[src/rtl/score_pkg.sv]
// Shared types and constants for the scoreboard controller: button indices,
// two-digit BCD score type and the auto-repeat state encoding.
package score_pkg;

    localparam int BTN_A_INC = 0;
    localparam int BTN_A_DEC = 1;
    localparam int BTN_B_INC = 2;
    localparam int BTN_B_DEC = 3;

    typedef logic [7:0] bcd2_t;

    localparam bcd2_t SCORE_MAX = 8'h99;

    typedef enum logic [1:0] {
        RPT_IDLE   = 2'd0,
        RPT_HOLD   = 2'd1,
        RPT_REPEAT = 2'd2
    } rpt_state_t;

endpackage

[src/rtl/btn_debounce.sv]
// One push-button front end: 2-flop synchroniser, counting debouncer and a
// single-cycle pulse on each rising edge of the debounced level.
module btn_debounce #(
    parameter int DEBOUNCE_CYCLES = 1_000_000
) (
    input  logic clk,
    input  logic rst_n,
    input  logic btn_i,
    output logic level_o,
    output logic press_o
);
    localparam int CW = (DEBOUNCE_CYCLES > 1) ? $clog2(DEBOUNCE_CYCLES) : 1;

    logic          sync1_q;
    logic          sync2_q;
    logic          level_q;
    logic          prev_q;
    logic [CW-1:0] cnt_q;

    always_ff @(posedge clk) begin
        if (!rst_n) begin
            sync1_q <= 1'b0;
            sync2_q <= 1'b0;
            level_q <= 1'b0;
            prev_q  <= 1'b0;
            cnt_q   <= '0;
        end else begin
            sync1_q <= btn_i;
            sync2_q <= sync1_q;
            prev_q  <= level_q;
            // Any sample that agrees with the current level restarts the count.
            if (sync2_q == level_q) begin
                cnt_q <= '0;
            end else if (cnt_q == CW'(DEBOUNCE_CYCLES - 1)) begin
                level_q <= sync2_q;
                cnt_q   <= '0;
            end else begin
                cnt_q <= cnt_q + 1'b1;
            end
        end
    end

    assign level_o = level_q;
    assign press_o = level_q & ~prev_q;

endmodule

[src/rtl/score_ctrl.sv]
// Scoreboard controller: debounced buttons drive two saturating BCD scores.
// Optional per-button auto-repeat is enabled by defining SCORE_AUTOREPEAT_EN.
module score_ctrl
    import score_pkg::*;
#(
    parameter int DEBOUNCE_CYCLES = 1_000_000,
    parameter int HOLD_CYCLES     = 50_000_000,
    parameter int REPEAT_CYCLES   = 20_000_000
) (
    input  logic        clk,
    input  logic        rst_n,
    input  logic [3:0]  btn,
    output logic [15:0] num,
    output logic        score_evt
);
    if (DEBOUNCE_CYCLES < 1 || HOLD_CYCLES < 2 || REPEAT_CYCLES < 1) begin : g_cfg_err
        $error("score_ctrl: cycle parameters out of range");
    end

    logic [3:0]  lvl;
    logic [3:0]  press;
    logic [3:0]  cmd;
    logic        all_hi_q;
    logic        clear;
    logic [15:0] num_q;
    logic [15:0] num_d;
    logic        evt_q;
    logic        evt_d;
    bcd2_t       a_d;
    bcd2_t       b_d;

    for (genvar i = 0; i < 4; i++) begin : g_btn
        btn_debounce #(
            .DEBOUNCE_CYCLES(DEBOUNCE_CYCLES)
        ) u_db (
            .clk     (clk),
            .rst_n   (rst_n),
            .btn_i   (btn[i]),
            .level_o (lvl[i]),
            .press_o (press[i])
        );
    end

    // Clear fires only on the cycle the fourth button joins the other three.
    assign clear = (&lvl) & ~all_hi_q;

`ifdef SCORE_AUTOREPEAT_EN
    localparam int RMAX = (HOLD_CYCLES > REPEAT_CYCLES) ? HOLD_CYCLES : REPEAT_CYCLES;
    localparam int RW   = $clog2(RMAX + 1);

    rpt_state_t    rpt_q [4];
    logic [RW-1:0] rcnt_q [4];
    logic [3:0]    rep_q;

    // The press cycle counts as the first held cycle, so HOLD starts at 1.
    always_ff @(posedge clk) begin
        if (!rst_n) begin
            for (int i = 0; i < 4; i++) begin
                rpt_q[i]  <= RPT_IDLE;
                rcnt_q[i] <= '0;
            end
            rep_q <= '0;
        end else begin
            for (int i = 0; i < 4; i++) begin
                rep_q[i] <= 1'b0;
                if (clear || !lvl[i]) begin
                    rpt_q[i]  <= RPT_IDLE;
                    rcnt_q[i] <= '0;
                end else begin
                    case (rpt_q[i])
                        RPT_IDLE: begin
                            if (press[i]) begin
                                rpt_q[i]  <= RPT_HOLD;
                                rcnt_q[i] <= RW'(1);
                            end
                        end
                        RPT_HOLD: begin
                            if (rcnt_q[i] == RW'(HOLD_CYCLES - 1)) begin
                                rpt_q[i]  <= RPT_REPEAT;
                                rcnt_q[i] <= '0;
                                rep_q[i]  <= 1'b1;
                            end else begin
                                rcnt_q[i] <= rcnt_q[i] + 1'b1;
                            end
                        end
                        RPT_REPEAT: begin
                            if (rcnt_q[i] == RW'(REPEAT_CYCLES - 1)) begin
                                rcnt_q[i] <= '0;
                                rep_q[i]  <= 1'b1;
                            end else begin
                                rcnt_q[i] <= rcnt_q[i] + 1'b1;
                            end
                        end
                        default: begin
                            rpt_q[i]  <= RPT_IDLE;
                            rcnt_q[i] <= '0;
                        end
                    endcase
                end
            end
        end
    end

    assign cmd = press | rep_q;
`else
    assign cmd = press;
`endif

    function automatic bcd2_t bcd_inc(input bcd2_t x);
        if (x == SCORE_MAX)      return x;
        else if (x[3:0] == 4'h9) return {x[7:4] + 4'd1, 4'h0};
        else                     return {x[7:4], x[3:0] + 4'd1};
    endfunction

    function automatic bcd2_t bcd_dec(input bcd2_t x);
        if (x == 8'h00)          return x;
        else if (x[3:0] == 4'h0) return {x[7:4] - 4'd1, 4'h9};
        else                     return {x[7:4], x[3:0] - 4'd1};
    endfunction

    always_comb begin
        a_d = num_q[15:8];
        b_d = num_q[7:0];
        if (clear) begin
            a_d = 8'h00;
            b_d = 8'h00;
        end else begin
            if (cmd[BTN_A_INC] && !cmd[BTN_A_DEC])      a_d = bcd_inc(num_q[15:8]);
            else if (cmd[BTN_A_DEC] && !cmd[BTN_A_INC]) a_d = bcd_dec(num_q[15:8]);
            if (cmd[BTN_B_INC] && !cmd[BTN_B_DEC])      b_d = bcd_inc(num_q[7:0]);
            else if (cmd[BTN_B_DEC] && !cmd[BTN_B_INC]) b_d = bcd_dec(num_q[7:0]);
        end
        num_d = {a_d, b_d};
        evt_d = (num_d != num_q);
    end

    always_ff @(posedge clk) begin
        if (!rst_n) begin
            all_hi_q <= 1'b0;
            num_q    <= 16'h0000;
            evt_q    <= 1'b0;
        end else begin
            all_hi_q <= &lvl;
            num_q    <= num_d;
            evt_q    <= evt_d;
        end
    end

    assign num       = num_q;
    assign score_evt = evt_q;

endmodule

[config.mk]
export PLATFORM = sky130hd
export DESIGN_NAME = score_ctrl
export DESIGN_NICKNAME = d
export VERILOG_FILES = /design/src/rtl/score_pkg.sv /design/src/rtl/btn_debounce.sv /design/src/rtl/score_ctrl.sv
export SDC_FILE = /design/constraint.sdc
export NUM_CORES = 1
export LEC_CHECK = 0
export BUFFER_PORTS_ARGS = -buffer_cell sky130_fd_sc_hd__clkbuf_2
export CORE_MARGIN = 2
export CORE_UTILIZATION = 45
export CTS_BUF_LIST = sky130_fd_sc_hd__clkbuf_4
export CTS_CLUSTER_DIAMETER = 120
export CTS_CLUSTER_SIZE = 30
export DETAILED_ROUTE_END_ITERATION = 8
export PLACE_DENSITY = 0.59
export SYNTH_ARGS = -nofsm -noshare
export SYNTH_HDL_FRONTEND = slang
export SYNTH_SLANG_ARGS = --single-unit
[constraint.sdc]
create_clock -name clk -period 2.77 [get_ports clk]
set_clock_uncertainty 0.05 [all_clocks]
set_input_delay 0.831 -clock clk [delete_from_list [all_inputs] [get_ports clk]]
set_output_delay 0.831 -clock clk [all_outputs]
set_load 0.1 [all_outputs]
==> results of run 1 <==
-- how the worst max path moves through the flow --
stage / from / end / slack (ns) / cells past startpoint
floorplan: num[1] / score_evt / 0.01 / 10
global placement: num[12] / score_evt / 0.29 / 9
detailed placement: num[13] / score_evt / 0.21 / 9
CTS: num[3] / num[3] / 0.15 / 2
global route: num[9] / score_evt / 0.01 / 9
finish: num[12] / score_evt / 0.17 / 9
-- metal layers --
metal  vias up  wire [um]  part of all wire (%)  GRT usage, %
li1       2523          -                     -             -
met1      2314       6130                    49          25.3
met2       125       5600                    45          28.2
met3        18        592                   4.7          4.22
met4         0        248                   2.0          8.66
met5         -          0                     0             0
-- state kept, by name, indices dropped and copies added (netlist names) --
| register | count |
|---|---|
| g_btn.u_db.prev_q | 4 |
| num | 16 |
| g_btn.u_db.level_o | 4 |
| all_hi_q | 1 |
| g_btn.u_db.sync2_q | 4 |
| score_evt | 1 |
| g_btn.u_db.sync1_q | 4 |
| g_btn.u_db.cnt_q | 80 |
-- cell type report --
cell class	instances	area (um2)	area share [%]
Clock buffer	17	128	1.98
Clock inverter	15	180	2.80
Inverter	23	86.3	1.34
Multi-Input combinational cell	546	3340	51.9
Sequential cell	114	2300	35.8
Tap cell	172	215	3.35
Timing Repair Buffer	32	185	2.88
-- layout by cell type, fill, tap and decap left out, types with 13 or more instances in the layout --
cell type	netlist	routed
a21oi_1	30	30
and2_1	13	13
clkbuf_2	0	22
clkbuf_4	0	17
dfxtp_1	114	106
ha_1	18	17
inv_1	23	23
nand2_1	54	54
nand3_1	45	45
nand4_1	21	21
nor2_1	119	119
nor3_1	22	22
o21ai_0	20	20
xnor2_1	33	33
xor2_1	39	39
-- per-stage QoR --
stage	cell area (um2)	power (mW)	setup slack (ns)	hold slack, ns
after global routing	6430	3.13	0.0114	0.400
final	6430	3.00	0.172	0.390
after floorplan	5830	1.71	0.0148	0.362
after detailed placement	6120	1.72	0.209	0.374
after CTS	6430	3.05	0.150	0.399
after global placement	6120	1.72	0.287	0.371
-- worst max-delay path: cells and delay by family (launching register included) --
family | cells | cell delay [ns]
and+or+nand+nor | 3 | 0.84
AOI/OAI and AO/OA | 4 | 0.82
DFF | 1 | 0.37
adders and majority gates | 1 | 0.24
buffers and inverters | 1 | 0.15
-- kinds of logic after synthesis --
group | Yosys count | synth area share, %
buf+inv | 48 | 3.42
xor+xnor | 72 | 10.8
compound gates | 93 | 10.3
simple gates | 354 | 30.7
flops | 114 | 39.2
mux | 9 | 1.57
fa+ha+maj | 18 | 3.87
-- power breakdown --
group / switching [mW] / internal, mW / total, mW
logic: 0.0247 / 0.0115 / 0.0363
registers: 0.00421 / 1.64 / 1.65
clock network: 0.685 / 0.634 / 1.32
total: 0.714 / 2.29 / 3.00
-- what timing repair did --
item                                    CTS  global route
gates resized for setup                   0             1
setup buffers                             0             0
endpoints found under the setup margin    0             1
==> results.cfg, run 1 <==
[global_route]
grt_usage_pct = 18.7
grt_pass1_vias = 4590
grt_antenna_before_repair = 0
grt_max_degree = 21
gr-total-overflow = 0
grt_pass1_wl_mm = 21.5

[clock_tree]
root_buffer = clkbuf_4
cts_buffers = 17
holdBufCountCts = 0
clock-sinks = 114
cts_tree = yes
cts.clk_slew.worst_paths_ns = 0.12
clk_latency_ns = 0.53
htreeDepth = 4
cts_buffer_depth = 2

[timing]
fin_crit_sh_pct = 93.8
setup-tns-final_ns = 0
fin_crit_ns = 2.60
relSlewSlack_pct = 54.7
finalSetupViolCount = 0
worst_pin_slew_ns = 0.680
maxSlewViolCount = 0
hold_violations = 0
fmax_mhz = 385
rsz0062_at_grt = no

[routing]
firstDrtPassIters = 5
drtIter0Drc = 442
via_per_inst = 5.42
drc_errors = 0
wl_per_cell_um = 13.7
drtAntennaViolNets = 0
wl_mm = 12.6
vias = 4980

[yosys]
synth-edff-count = 0
ys_async_sr_fraction_pct = 0
synth_nets = 732
synth.most_common_cell = nor2_1
syn_inst = 708
synth_common_cells = nor2_1 (119), dfxtp_1 (114), nand2_1 (54), nand3_1 (45), xor2_1 (39)
synthesis.area_um2 = 5820
avgSynthCellArea_um2 = 8.21
synth-main-ff-cell = dfxtp_1
yosys-top-cells-area = dfxtp_1 (39%), nor2_1 (7.7%), xor2_1 (5.9%), xnor2_1 (5.0%), ha_1 (3.9%)
synth_seq_cells = 114
synth_largest_area_cell = dfxtp_1
synth-seq-area-share_pct = 39.2
synth_cell_types = 68
yosysTopAreaCellShare_pct = 39.2
ys_warn_count = 0

[cells_and_area]
num-nets-final = 758
drive_above_1_share_pct = 11.8
syn2layout_area_growth_pct = 10.6
diodes = 0
stdcell_count = 919
fin_util_pct = 51.0
fill_cells = 1266

[critical_path]
r2r-start = num[12]
rr_worst_depth = 9
ff2ff_setup_slack_ns = 0.17
path_max_fanout = 7
cp_slowest_cell = or3b_2
r2r-end = score_evt
cp-end-kind = flip-flop
cp.required_ns = 3.12
critical_path_class = reg -> reg
path_cells = inv_1, ha_1, or3b_2, nand4_1, and2b_1, o32ai_1, a2111oi_1, o311a_1, a41oi_2
cpPeakStageDelay_ns = 0.50
critPathArrivalTime_ns = 2.95
cp-start-kind = flip-flop

[power]
peakVddDrop_v = 0.000465
p_leak_nw = 2.19
powerDensity_nw_per_um2 = 467

[min_path]
holdPathEnd = g_btn[3].u_db.sync2_q
hp-class = reg -> reg
hold_start = g_btn[3].u_db.sync1_q
holdPathStages = 1

[place]
gp_congestion = 0.929
hpwlAfterDp_mm = 8.88
dp.cells = 887
io_buffer_count = 22

[floorplanning]
fp.dieArea_um2 = 13800
start_util_pct = 46.1
fp.dieH_um = 118
rows = 41
pin_count = 23
placeableCoreArea_um2 = 12600
fp.dieW_um = 118

[run_status]
outcome = finished, final reports clean

[flow_run]
drv_cap = 0
Power figures use the tool's default switching activity.
==> run 2: changes to the inputs <==
--- a/config.mk
+++ b/config.mk
@@ -9,10 +9,11 @@
 export CORE_MARGIN = 2
 export CORE_UTILIZATION = 45
 export CTS_BUF_LIST = sky130_fd_sc_hd__clkbuf_4
-export CTS_CLUSTER_DIAMETER = 120
+export CTS_CLUSTER_DIAMETER = 60
 export CTS_CLUSTER_SIZE = 30
 export DETAILED_ROUTE_END_ITERATION = 8
 export PLACE_DENSITY = 0.59
 export SYNTH_ARGS = -nofsm -noshare
 export SYNTH_HDL_FRONTEND = slang
+export SYNTH_HIERARCHICAL = 1
 export SYNTH_SLANG_ARGS = --single-unit
==> results.cfg, run 2 <==
[cells_and_area]
seqCellArea_um2 = 2290
syn2layout_area_growth_pct = 7.58
final_common_cell = dfxtp_1
drive_above_1_share_pct = 15.0
fill_cells = 1362
multi_input_area_um2 = 3780
final_cell_mix = dfxtp_1 (106), nor2_1 (65), a21oi_1 (46)
largest_reg_flops = 80
regMostFlops = g_btn.u_db/cnt_q
num-nets-final = 774

[routing]
vias = 5328
drtAntennaViolNets = 0
wl_mm = 13.9
via_per_inst = 5.65
drc_errors = 0
firstDrtPassIters = 5
drtIter0Drc = 400
wl_per_cell_um = 14.7

[yosys]
synth_nets = 752
synth_cell_types = 71
avgSynthCellArea_um2 = 8.75
synth_seq_cells = 114
synth-seq-area-share_pct = 35.8
ys_async_sr_fraction_pct = 0
synth_common_cells = dfxtp_1 (114), nor2_1 (65), a21oi_1 (46), nand2_1 (37), inv_1 (35)
ys_warn_count = 6
synthesis.area_um2 = 6370
synth-main-ff-cell = dfxtp_1
yosysTopAreaCellShare_pct = 35.8
synth-edff-count = 0
synth_largest_area_cell = dfxtp_1
syn_inst = 728
synth.most_common_cell = dfxtp_1
yosys-top-cells-area = dfxtp_1 (36%), xnor2_1 (4.1%), nor2_1 (3.8%), xor2_1 (3.7%), a21oi_1 (3.6%)

[timing]
maxSlewViolCount = 0
fin_ws_ns = 0.163
fin_crit_sh_pct = 94.1
rsz0062_at_grt = no
setup-tns-final_ns = 0
relSlewSlack_pct = 51.0
finalSetupViolCount = 0
fin_crit_ns = 2.61
fmax_mhz = 384
hold_violations = 0
worst_pin_slew_ns = 0.732

[critical_path]
cp-start-kind = flip-flop
cp.required_ns = 1.89
cp_slowest_cell = dfxtp_1
cp_top_family = flip-flops
critPathArrivalTime_ns = 1.73
cpPeakStageDelay_ns = 0.63
cp_num_buf_inv = 1
worst-path-stages = 1
cp-end-kind = primary output
critical_path_class = reg -> out
path_max_fanout = 13
rr_worst_depth = 9
path_cells = clkbuf_2

[floorplanning]
fp.dieW_um = 123
rows = 43
fp.dieH_um = 123
placeableCoreArea_um2 = 13900
pin_count = 23
start_util_pct = 45.9
fp.dieArea_um2 = 15100

[place]
hpwlAfterDp_mm = 9.91
gp_congestion = 0.969
io_buffer_count = 22
post-place-ws_ns = 0.198

[clock_tree]
cts_tree = yes
htreeDepth = 4
holdBufCountCts = 0
cts_resized = 0
cts.clk_slew.worst_paths_ns = 0.11
post_cts_buffers = 0
cts_buffer_depth = 2
clock-sinks = 114
root_buffer = clkbuf_4
cts_buffers = 17
clk_latency_ns = 0.53

[run_status]
outcome = finished, final reports clean

[global_route]
grt_usage_pct = 19.6
grt_pass1_vias = 4934
grt_pass1_wl_mm = 23.7
gr-total-overflow = 0
grt_max_degree = 22
grt_antenna_before_repair = 1

[power]
peakVddDrop_v = 0.000216
powerDensity_nw_per_um2 = 408
p_leak_nw = 2.42

[min_path]
holdPathStages = 1
hp-class = reg -> reg

[flow_run]
drv_cap = 0
[run 2: changes by cell type after synthesis, sizes merged, moves of 12 or more]
cell   change
nor2      -57
a21oi     +20
nand3     -20
nand2     -17
o31ai     +17
or4       +16
inv       +12
nor2b     +12
xor2      -12
[run 2: stage by stage]
stage	instance area (um2)	total power, mW	util, %	hold WS [ns]	cells
2_1_floorplan	6390	1.76	-	0.361	728
3_3_place_gp	6620	1.78	47.7	0.363	911
3_5_place_dp	6620	1.78	47.7	0.369	911
4_1_cts	6850	2.85	49.3	0.391	942
5_1_grt	6860	2.94	49.4	0.402	943
6_report	6860	2.80	49.4	0.382	943
[run 2: worst paths after layout]
check                           slack, ns                     to                  start
worst min-delay path                 0.38  g_btn[2].u_db/sync2_q  g_btn[2].u_db/sync1_q
worst max-delay path                 0.16                num[10]                num[10]
worst min register to register       0.38  g_btn[2].u_db/sync2_q  g_btn[2].u_db/sync1_q
worst max register to register       0.21              score_evt                 num[5]
[run 2: cell type report]
| class | instances | share of cell area (%) |
|---|---|---|
| Antenna cell | 1 | 0.0365 |
| Clock buffer | 18 | 1.97 |
| Clock inverter | 13 | 1.39 |
| Inverter | 35 | 1.92 |
| Multi-Input combinational cell | 549 | 55.1 |
| Sequential cell | 114 | 33.5 |
| Tap cell | 180 | 3.28 |
| Timing Repair Buffer | 33 | 2.81 |
[run 2: routing by layer]
metal | part of all wire, % | up-vias | GRT usage (%)
li1 | - | 2699 | -
met1 | 48 | 2507 | 25.6
met2 | 47 | 108 | 31.2
met3 | 4.1 | 14 | 5.12
met4 | 0.95 | 0 | 6.89
met5 | 0 | - | 0
[run 2: where the power goes]
part	switching [mW]	total [mW]	internal, mW
combinational	0.0585	0.0853	0.0268
sequential	0.00922	1.66	1.65
clock	0.625	1.06	0.431
[run 2: logic make-up after synthesis]
kind of cell	synth area share, %
AO/OA/AOI/OAI	16.1
XOR/XNOR	7.83
adder cells (fa/ha/maj)	3.53
buffers and inverters	5.03
flip-flops	35.8
multiplexers	0.628
AND/OR/NAND/NOR	31.1
